===== config.mk =====
export PLATFORM = sky130hd
export DESIGN_NAME = coin_acceptor_flat
export DESIGN_NICKNAME = d
export VERILOG_FILES = /design/src/rtl/coin_pkg.sv /design/src/rtl/coin_acceptor_if.sv /design/src/rtl/coin_chan.sv /design/src/rtl/coin_acceptor.sv /design/src/flat_wrapper.sv
export SDC_FILE = /design/constraint.sdc
export NUM_CORES = 1
export LEC_CHECK = 0
export CAP_MARGIN = 10
export CORE_MARGIN = 3
export CORE_UTILIZATION = 40
export CTS_BUF_LIST = sky130_fd_sc_hd__clkbuf_4
export CTS_CLUSTER_DIAMETER = 60
export DETAILED_ROUTE_END_ITERATION = 8
export PLACE_DENSITY = 0.61
export SLEW_MARGIN = 20
export SYNTH_ARGS = -nofsm -noshare
export SYNTH_HDL_FRONTEND = slang
export SYNTH_SLANG_ARGS = --single-unit

===== constraint.sdc =====
create_clock -name clk -period 2.4 [get_ports clk]
set_clock_uncertainty 0.2 [all_clocks]
set_input_delay 0.48 -clock clk [delete_from_list [all_inputs] [get_ports clk]]
set_output_delay 0.48 -clock clk [all_outputs]
set_load 0.01 [all_outputs]

===== src/rtl/coin_pkg.sv =====
// Shared coin codes, channel state encoding and default timing for the coin acceptor.
package coin_pkg;
  localparam logic [1:0] COIN_NONE = 2'b00;
  localparam logic [1:0] COIN_5    = 2'b01;
  localparam logic [1:0] COIN_10   = 2'b10;

  localparam int DB_CYCLES_DFLT  = 4;
  localparam int JAM_CYCLES_DFLT = 64;
  localparam int CNT_W_DFLT      = 7;

  typedef enum logic [2:0] {
    IDLE,
    DEB_HI,
    HELD,
    DEB_LO,
    JAM
  } chan_state_t;
endpackage


===== src/rtl/coin_acceptor_if.sv =====
// Coin acceptor signal bundle: raw sensors in, coin codes and jam status out.
// COIN_TALLY_EN adds the tally output.
interface coin_acceptor_if;
  import coin_pkg::*;

  // Handshake: coin_out is a one-cycle strobe with no ready; the consumer must take
  // every non-zero code in the cycle it appears, and at most one code is shown per cycle.
  logic        sense_5;
  logic        sense_10;
  logic [1:0]  coin_out;
  logic        reject;
  logic        jam;
  chan_state_t state_5;
  chan_state_t state_10;
`ifdef COIN_TALLY_EN
  logic [15:0] tally;

  modport master (input sense_5, sense_10,
                  output coin_out, reject, jam, state_5, state_10, tally);
  modport slave  (output sense_5, sense_10,
                  input coin_out, reject, jam, state_5, state_10, tally);
`else
  modport master (input sense_5, sense_10,
                  output coin_out, reject, jam, state_5, state_10);
  modport slave  (output sense_5, sense_10,
                  input coin_out, reject, jam, state_5, state_10);
`endif
endinterface


===== src/rtl/coin_chan.sv =====
// One coin slot: 2-flop synchroniser, debounce/jam FSM and sample counter.
// Produces a credit strobe on coin release and a jam_enter strobe on jam detection.
module coin_chan
  import coin_pkg::*;
#(
  parameter int DB_CYCLES  = DB_CYCLES_DFLT,
  parameter int JAM_CYCLES = JAM_CYCLES_DFLT,
  parameter int CNT_W      = CNT_W_DFLT
) (
  input  logic        clk,
  input  logic        rst,
  input  logic        sense,
  output logic        credit,
  output logic        jam_enter,
  output logic        in_jam,
  output chan_state_t state
);
  localparam logic [CNT_W-1:0] DB_L  = CNT_W'(DB_CYCLES);
  localparam logic [CNT_W-1:0] JAM_L = CNT_W'(JAM_CYCLES);

  logic             s1, s2;
  logic [1:0]       vld;
  logic             armed;
  chan_state_t      state_nxt;
  logic [CNT_W-1:0] cnt, cnt_nxt, cnt_inc;

  // A coin already in the slot across reset is discarded: the channel only arms
  // once a genuine (post-synchroniser-fill) low sample has been seen.
  always_ff @(posedge clk) begin
    if (rst) begin
      s1    <= 1'b0;
      s2    <= 1'b0;
      vld   <= 2'b00;
      armed <= 1'b0;
    end else begin
      s1  <= sense;
      s2  <= s1;
      vld <= {vld[0], 1'b1};
      if (vld[1] && !s2) armed <= 1'b1;
    end
  end

  always_ff @(posedge clk) begin
    if (rst) begin
      state <= IDLE;
      cnt   <= '0;
    end else begin
      state <= state_nxt;
      cnt   <= cnt_nxt;
    end
  end

  assign cnt_inc = cnt + CNT_W'(1);

  always_comb begin
    state_nxt = state;
    cnt_nxt   = cnt;
    case (state)
      IDLE: begin
        cnt_nxt = '0;
        if (s2 && armed) begin
          state_nxt = DEB_HI;
          cnt_nxt   = CNT_W'(1);
        end
      end
      DEB_HI: begin
        if (!s2)                 begin state_nxt = IDLE; cnt_nxt = '0; end
        else if (cnt_inc == DB_L) begin state_nxt = HELD; cnt_nxt = '0; end
        else                     cnt_nxt = cnt_inc;
      end
      HELD: begin
        if (!s2)                   begin state_nxt = DEB_LO; cnt_nxt = CNT_W'(1); end
        else if (cnt_inc == JAM_L) begin state_nxt = JAM;    cnt_nxt = '0; end
        else                       cnt_nxt = cnt_inc;
      end
      DEB_LO: begin
        if (s2)                   begin state_nxt = HELD; cnt_nxt = '0; end
        else if (cnt_inc == DB_L) begin state_nxt = IDLE; cnt_nxt = '0; end
        else                      cnt_nxt = cnt_inc;
      end
      JAM: begin
        if (s2)                   cnt_nxt = '0;
        else if (cnt_inc == DB_L) begin state_nxt = IDLE; cnt_nxt = '0; end
        else                      cnt_nxt = cnt_inc;
      end
      default: begin
        state_nxt = IDLE;
        cnt_nxt   = '0;
      end
    endcase
  end

  always_comb begin
    credit    = (state == DEB_LO) && !s2 && (cnt_inc == DB_L);
    jam_enter = (state == HELD) && s2 && (cnt_inc == JAM_L);
    in_jam    = (state == JAM);
  end
endmodule


===== src/rtl/coin_acceptor.sv =====
// Coin acceptor top: two debounced channels, one-code-per-cycle arbitration, registered outputs.
// Build with COIN_TALLY_EN to add a saturating credited-value tally.
module coin_acceptor
  import coin_pkg::*;
#(
  parameter int DB_CYCLES  = DB_CYCLES_DFLT,
  parameter int JAM_CYCLES = JAM_CYCLES_DFLT,
  parameter int CNT_W      = CNT_W_DFLT
) (
  input logic             clk,
  input logic             rst,
  coin_acceptor_if.master bus
);
  logic        credit_5, credit_10;
  logic        jam_enter_5, jam_enter_10;
  logic        in_jam_5, in_jam_10;
  chan_state_t st_5, st_10;
  logic        pend_5, pend_10;
  logic        serve_5, serve_10;
  logic [1:0]  coin_q;
  logic        reject_q, jam_q;

  coin_chan #(.DB_CYCLES(DB_CYCLES), .JAM_CYCLES(JAM_CYCLES), .CNT_W(CNT_W)) u_chan_5 (
    .clk(clk), .rst(rst), .sense(bus.sense_5),
    .credit(credit_5), .jam_enter(jam_enter_5), .in_jam(in_jam_5), .state(st_5)
  );

  coin_chan #(.DB_CYCLES(DB_CYCLES), .JAM_CYCLES(JAM_CYCLES), .CNT_W(CNT_W)) u_chan_10 (
    .clk(clk), .rst(rst), .sense(bus.sense_10),
    .credit(credit_10), .jam_enter(jam_enter_10), .in_jam(in_jam_10), .state(st_10)
  );

  // The 5-unit channel wins ties; a waiting 10-unit credit goes out the next cycle.
  assign serve_5  = pend_5;
  assign serve_10 = pend_10 && !pend_5;

  always_ff @(posedge clk) begin
    if (rst) begin
      pend_5   <= 1'b0;
      pend_10  <= 1'b0;
      coin_q   <= COIN_NONE;
      reject_q <= 1'b0;
      jam_q    <= 1'b0;
    end else begin
      pend_5   <= credit_5  || (pend_5  && !serve_5);
      pend_10  <= credit_10 || (pend_10 && !serve_10);
      coin_q   <= serve_5 ? COIN_5 : (serve_10 ? COIN_10 : COIN_NONE);
      reject_q <= jam_enter_5 || jam_enter_10;
      jam_q    <= in_jam_5 || in_jam_10;
    end
  end

  assign bus.coin_out = coin_q;
  assign bus.reject   = reject_q;
  assign bus.jam      = jam_q;
  assign bus.state_5  = st_5;
  assign bus.state_10 = st_10;

`ifdef COIN_TALLY_EN
  logic [15:0] tally_q;
  logic [16:0] tally_sum;

  assign tally_sum = {1'b0, tally_q} + 17'((coin_q == COIN_5) ? 2'd1 :
                                          (coin_q == COIN_10) ? 2'd2 : 2'd0);

  always_ff @(posedge clk) begin
    if (rst)             tally_q <= '0;
    else if (tally_sum[16]) tally_q <= 16'hFFFF;
    else                 tally_q <= tally_sum[15:0];
  end

  assign bus.tally = tally_q;
`endif
endmodule

===== src/flat_wrapper.sv =====
// flat-port wrapper written by rule: the top's interface ports become plain ports
module coin_acceptor_flat import coin_pkg::*;
#(
  parameter int DB_CYCLES  = DB_CYCLES_DFLT,
  parameter int JAM_CYCLES = JAM_CYCLES_DFLT,
  parameter int CNT_W      = CNT_W_DFLT
)
  (clk, rst, bus_sense_5, bus_sense_10, bus_coin_out, bus_reject, bus_jam, bus_state_5, bus_state_10);
  coin_acceptor_if bus_i ();
  input logic clk;
  input logic rst;
  input wire logic [$bits(bus_i.sense_5)-1:0] bus_sense_5;
  input wire logic [$bits(bus_i.sense_10)-1:0] bus_sense_10;
  output wire logic [$bits(bus_i.coin_out)-1:0] bus_coin_out;
  output wire logic [$bits(bus_i.reject)-1:0] bus_reject;
  output wire logic [$bits(bus_i.jam)-1:0] bus_jam;
  output wire logic [$bits(bus_i.state_5)-1:0] bus_state_5;
  output wire logic [$bits(bus_i.state_10)-1:0] bus_state_10;
  assign bus_i.sense_5 = bus_sense_5;
  assign bus_i.sense_10 = bus_sense_10;
  assign bus_coin_out = bus_i.coin_out;
  assign bus_reject = bus_i.reject;
  assign bus_jam = bus_i.jam;
  assign bus_state_5 = bus_i.state_5;
  assign bus_state_10 = bus_i.state_10;
  coin_acceptor #(.DB_CYCLES(DB_CYCLES), .JAM_CYCLES(JAM_CYCLES), .CNT_W(CNT_W)) u_core (.clk(clk), .rst(rst), .bus(bus_i));
endmodule

==> results of run 1 <==
through the flow:
step,hold slack (ns),setup WS (ns),util,std cells
floorplan,0.213,0.364,-,191
global placement,0.217,0.258,0.472,244
detailed placement,0.223,0.156,0.472,244
CTS,0.247,0.0917,0.486,251
global route,0.267,0.0869,0.489,252
finish,0.244,0.188,0.489,252
cell usage in the layout, fill, tap and decap left out, drive strengths merged, types with 3 or more instances in the layout:
master	netlist	final
nor2	29	29
dfxtp	34	34
o21ai	8	8
buf	6	3
a21oi	17	17
clkdlybuf4s50	0	13
nor2b	7	7
inv	3	3
or3	3	3
o21a	3	3
or2	3	3
nand3	6	6
nor3	3	3
clkbuf	4	7
nand2	13	13
and3	6	6
a211oi	3	3
xor2	11	11
per-layer routing:
metal / wire [um] / vias to the layer above / GRT usage
li1: - / 698 / -
met1: 1660 / 611 / 0.197
met2: 1380 / 21 / 0.212
met3: 138 / 5 / 0.0374
met4: 43 / 0 / 0.0723
met5: 0 / - / 0
registers in the layout, summed over array words and instances (netlist names), 2 cells and up:
| register | flops |
|---|---|
| u_core.bus.coin_out | 2 |
| u_core.u_chan_10.state | 3 |
| u_core.u_chan_5.state | 3 |
| u_core.u_chan_10.cnt | 7 |
| u_core.u_chan_5.cnt | 7 |
| u_core.u_chan_5.vld | 2 |
kinds of logic (layout without fill, tap and decap cells):
kind of cell	after synthesis	in the layout	share of synthesized area
buffers and inverters	13	26	0.0378
and+or+nand+nor	80	80	0.260
AOI/OAI and AO/OA	46	46	0.185
DFF	34	34	0.412
xor gates and xnor gates	13	13	0.0689
muxes	1	1	0.00908
adders and majority gates	4	4	0.0273
timing repair:
action / CTS / global route
hold buffers: 0 / 0
setup endpoints to repair: 0 / 5
resized for setup: 0 / 2
buffers inserted: 0 / 1
worst paths after layout:
path	startpoint	to	slack (ns)
setup reg to reg	u_core.u_chan_10.cnt[0]	u_core.pend_10	0.22
hold reg to reg	u_core.u_chan_5.s1	u_core.u_chan_5.s2	0.24
setup / recovery	u_core.u_chan_10.state[0]	bus_state_10[0]	0.19
hold / removal	u_core.u_chan_5.s1	u_core.u_chan_5.s2	0.24
cell type report:
type / count / area (um^2)
fillers: 348 / 1960
multi-input cells: 144 / 912
flip-flops and latches: 34 / 682
repair buffers: 16 / 153
well taps: 48 / 60.1
clock buffers: 7 / 52.6
inverters: 3 / 11.3
report_power, final:
part	internal, mW	leakage (nW)	switching, mW	total (mW)
clock network	0.133	0.0322	0.174	0.307
logic	0.0194	0.443	0.0208	0.0402
registers	0.573	0.276	0.0103	0.583
==> key figures, run 1 <==
Status
  – Status: finished clean

Clock tree
  – Worst-skew pair later-pin latency: 0.32 ns
  – Clock slew at reported path FFs: 0.10 ns
  – Clock Path Buffers: 2
  – Sink Count: 34
  – TritonCTS clock tree: built
  – Clk root buf: clkbuf_4
  – Cts bufs inserted: 5
  – H-tree depth: 2

Synthesis
  – Warnings from Yosys: 0
  – Yosys top cell area share: 0.412
  – Synth cell count leaders: dfxtp_1, nor2_1, a21oi_1
  – Most frequent cell after synthesis: dfxtp_1
  – Post-synthesis sequential area ratio: 0.412
  – Ys async rst share: 0
  – Post-Syn Nets: 197
  – #FFs+latches synth: 34
  – Netlist Area Pre-Place: 0.00165 mm^2
  – Top post-synthesis cells by area: dfxtp_1, nor2_1, xor2_1, a21oi_1, nand2_1
  – Mean Syn Cell Area: 8.65 um^2
  – Post-synth EDFFs: 0
  – Cells after synthesis: 191
  – Area leader, netlist: dfxtp_1
  – Most used flip-flop cell after synthesis: dfxtp_1
  – Post-synth cell types: 47

STA
  – Setup TNS: 0 ns
  – Final Hold Viols: 0
  – Rel. slew slack: 0.719
  – Worst-margin pin slew: 0.417 ns
  – Crit path time final: 2.21 ns
  – Highest Clock Rate: 452 MHz
  – RSZ-0062 raised after global routing: false
  – Fin. max-slew vios: 0
  – Post-route clock period utilization: 0.922
  – # setup viols final: 0

Die
  – Initial Utilization: 0.432
  – Core area: 0.00383 mm^2
  – Top Ports: 14
  – Die area: 0.00494 mm^2
  – Die Ht: 70.3 um
  – Row count: 22
  – Die span in x: 70.3 um

Global routing
  – Vias in the first global route: 1,320
  – Initial antenna violation count: 0
  – First-pass GRT wire length: 5820 um
  – Grt total ovfl: 0
  – Largest net degree at the start of global routing: 15
  – GR Util All Layers: 0.145

Route
  – Antenna Violating Nets Remaining: 0
  – DRT iter0 DRCs: 86
  – Vias/cell: 5.30
  – Post-Route WL: 3220 um
  – DR vias: 1,335
  – DR WL/cell: 12.8 um
  – Pre-antenna DRT Iters: 4
  – DRC: 0

Power and ir drop
  – Total power: 0.931 mW
  – Leakage power: 0.752 nW
  – Pwr Density: 498 mW/mm^2
  – VDD IR-drop max: 0.000372 V

Setup path
  – Data required, critical path: 1.72 ns
  – Max FO, Critical Path: 14
  – Crit-path cells: clkdlybuf4s50_1
  – Crit-path max cell delay: 0.62 ns
  – Crit start category: register
  – Buf+Inv Stages, Crit Path: 1
  – FF-to-FF path depth: 6
  – CP top delay family: buffers and inverters
  – Crit path DAT: 1.53 ns
  – Path length in cells of the critical path: 1
  – Slowest CP cell: clkdlybuf4s50_1
  – CP endpoint kind: primary output
  – WS Path Type: register to primary output

Placement
  – RD Place Congestion: 0.843
  – DPL Wire Length: 2320 um
  – Port Buffer Count: 13
  – Post-DP Area: 0.00181 mm^2

Job
  – Max-cap violations: 0

Layout
  – Nets: 210
  – Layout area overhead: 13.2%
  – Share of cells above drive strength 1: 0.118
  – Design Area, Final: 0.00187 mm^2
  – ANT cells: 0

Min path
  – Hold path depth: 1
  – Hold Path Class: register to register
No activity file was read; power rests on OpenSTA's default activity.
==> run 2: changes to the inputs <==
CELL_PAD_IN_SITES_DETAIL_PLACEMENT = 0   (was default)
CELL_PAD_IN_SITES_GLOBAL_PLACEMENT = 2   (was default)
CORE_UTILIZATION = 36   (was 40)
PLACE_DENSITY = 0.82   (was 0.61)
SLEW_MARGIN = default   (was 20)
==> run 2 against run 1 <==
  * Cell area is 0.60% higher
  * Largest cell class unchanged
  * Highest routed layer unchanged
  * Hold slack worse by 0.0020 ns
  * Core utilization is 6.0 points lower
  * Setup slack better by 0.026 ns
  * Die area is 10% higher
  * Sequential share of layout area is 0.22 points lower
  * Cell count is 2.4% higher
==> key figures, run 2 (synthesis results as in run 1) <==
Status
  – Status: finished clean (unchanged)

Global routing
  – First-pass GRT wire length: 6120 um (was 5820 um)
  – Initial antenna violation count: 0 (unchanged)
  – Grt total ovfl: 0 (unchanged)
  – GR Util All Layers: 0.146 (was 0.145)
  – Largest net degree at the start of global routing: 13 (was 15)
  – Vias in the first global route: 1,319 (was 1,320)

Clock tree
  – Sink Count: 34 (unchanged)
  – TritonCTS clock tree: built (unchanged)
  – Setup bufs post-CTS: 0 (unchanged)
  – H-tree depth: 2 (unchanged)
  – Clock slew at reported path FFs: 0.11 ns (was 0.10 ns)
  – Clk root buf: clkbuf_4 (unchanged)
  – Cts bufs inserted: 5 (unchanged)
  – Worst-skew pair later-pin latency: 0.32 ns (about the same)
  – Clock Path Buffers: 2 (unchanged)

STA
  – Rel. slew slack: 0.667 (was 0.719)
  – Highest Clock Rate: 457 MHz (was 452 MHz)
  – Worst Slack Setup Final: 0.214 ns (was 0.188 ns)
  – Post-route clock period utilization: 0.911 (was 0.922)
  – Fin. max-slew vios: 0 (unchanged)
  – Worst-margin pin slew: 0.494 ns (was 0.417 ns)
  – Final Hold Viols: 0 (unchanged)
  – RSZ-0062 raised after global routing: false (unchanged)
  – Setup TNS: 0 ns (unchanged)
  – Crit path time final: 2.19 ns (was 2.21 ns)
  – # setup viols final: 0 (unchanged)

Die
  – Initial Utilization: 0.377 (was 0.432)
  – Core area: 0.00438 mm^2 (was 0.00383 mm^2)
  – Row count: 24 (was 22)
  – Die area: 0.00544 mm^2 (was 0.00494 mm^2)
  – Die Ht: 73.8 um (was 70.3 um)
  – Die span in x: 73.8 um (was 70.3 um)
  – Top Ports: 14 (unchanged)

Setup path
  – Worst R2R Start: u_core.u_chan_10.cnt[0] (unchanged)
  – R2R setup slack: 0.24 ns (was 0.22 ns)
  – Worst Setup SP: u_core.u_chan_10.state[1] (was u_core.u_chan_10.state[0])
  – FF-to-FF path depth: 6 (unchanged)
  – CP top delay family: buffers and inverters (unchanged)
  – Crit-path cells: clkdlybuf4s50_1 (unchanged)
  – Worst setup endpoint: bus_state_10[1] (was bus_state_10[0])
  – Slowest CP cell: clkdlybuf4s50_1 (unchanged)
  – Path length in cells of the critical path: 1 (unchanged)
  – WS Path Type: register to primary output (unchanged)
  – Reg2reg end: u_core.pend_10 (unchanged)
  – Crit start category: register (unchanged)
  – Max FO, Critical Path: 12 (was 14)
  – Buf+Inv Stages, Crit Path: 1 (unchanged)
  – Crit path DAT: 1.51 ns (was 1.53 ns)
  – CP endpoint kind: primary output (unchanged)
  – Crit-path max cell delay: 0.61 ns (was 0.62 ns)
  – Data required, critical path: 1.72 ns (about the same)

Placement
  – DPL Wire Length: 2640 um (was 2320 um)
  – Port Buffer Count: 13 (unchanged)
  – Post-place setup slack: 0.173 ns (was 0.156 ns)
  – RD Place Congestion: 0.873 (was 0.843)

Min path
  – Hold Path Class: register to register (unchanged)

Layout
  – ANT cells: 0 (unchanged)
  – Share of cells above drive strength 1: 0.117 (was 0.118)
  – Layout area overhead: 13.9% (was 13.2%)
  – Commonest non-fill, non-tap cell in the layout: dfxtp_1 (unchanged)
  – Top Registers: u_core.u_chan_10.cnt (7), u_core.u_chan_5.cnt (7) (unchanged)
  – Number of fill cells: 451 (was 348)
  – Most frequent cells in the layout: dfxtp_1, nor2_1, a21oi_1 (unchanged)
  – Nets: 211 (was 210)

Route
  – Antenna Violating Nets Remaining: 0 (unchanged)
  – DR vias: 1,383 (was 1,335)
  – Post-Route WL: 3580 um (was 3220 um)
  – DRC: 0 (unchanged)
  – DRT iter0 DRCs: 117 (was 86)
  – Vias/cell: 5.36 (was 5.30)
  – Pre-antenna DRT Iters: 4 (unchanged)
  – DR WL/cell: 13.9 um (was 12.8 um)

Power and ir drop
  – VDD IR-drop max: 0.000180 V (was 0.000372 V)
  – Leakage power: 0.761 nW (was 0.752 nW)
  – Pwr Density: 495 mW/mm^2 (was 498 mW/mm^2)

Job
  – Max-cap violations: 0 (unchanged)
run 2: changes by cell type in the layout (fill, tap and decap cells not counted), sizes merged:
cell / change
clkbuf: -1
clkinv: +2
buf: +1
run 2: final cells by class:
cell class | instances | area, um^2 | area share
Clock buffer | 6 | 45.0 | 0.0239
Sequential cell | 34 | 682 | 0.362
Multi-Input combinational cell | 144 | 910 | 0.483
Timing Repair Buffer | 17 | 160 | 0.0851
Clock inverter | 2 | 8.76 | 0.00465
Inverter | 3 | 11.3 | 0.00598
Tap cell | 52 | 65.1 | 0.0346
run 2: routing by layer:
layer,global-route usage,routed length (um),vias to the layer above
met5,0,0,-
met4,0.0785,102,0
met3,0.0410,123,10
met2,0.232,1740,28
met1,0.178,1610,648
li1,-,-,697
run 2: worst min path at each step:
| stage | startpoint | end | slack, ns | cells after the start |
|---|---|---|---|---|
| after floorplan | u_core.pend_5 | u_core.bus.coin_out[1] | 0.21 | 1 |
| after global placement | u_core.u_chan_10.s1 | u_core.u_chan_10.s2 | 0.23 | 1 |
| after detailed placement | u_core.u_chan_10.s1 | u_core.u_chan_10.s2 | 0.23 | 1 |
| after CTS | u_core.pend_5 | u_core.bus.coin_out[1] | 0.24 | 1 |
| after global routing | u_core.u_chan_10.s1 | u_core.u_chan_10.s2 | 0.27 | 1 |
| final | u_core.pend_5 | u_core.bus.coin_out[1] | 0.24 | 1 |
run 2: repair_timing:
action,in CTS,in global routing
endpoints found under the setup margin,0,1
hold buffers,0,0
resized for setup,0,1
run 2: where the power goes:
| group | internal, mW | leakage, nW | switching, mW |
|---|---|---|---|
| clock | 0.121 | 0.0331 | 0.186 |
| sequential | 0.573 | 0.276 | 0.0107 |
| combinational | 0.0195 | 0.452 | 0.0214 |
run 2: per-stage QoR:
stage | util | cells | hold WS (ns) | power, mW | instance area [um^2]
2_1_floorplan | - | 191 | 0.213 | 0.620 | 1650
3_3_place_gp | 0.417 | 250 | 0.231 | 0.637 | 1830
3_5_place_dp | 0.417 | 250 | 0.232 | 0.638 | 1830
4_1_cts | 0.429 | 258 | 0.245 | 0.946 | 1880
5_1_grt | 0.429 | 258 | 0.273 | 0.984 | 1880
6_report | 0.429 | 258 | 0.242 | 0.932 | 1880
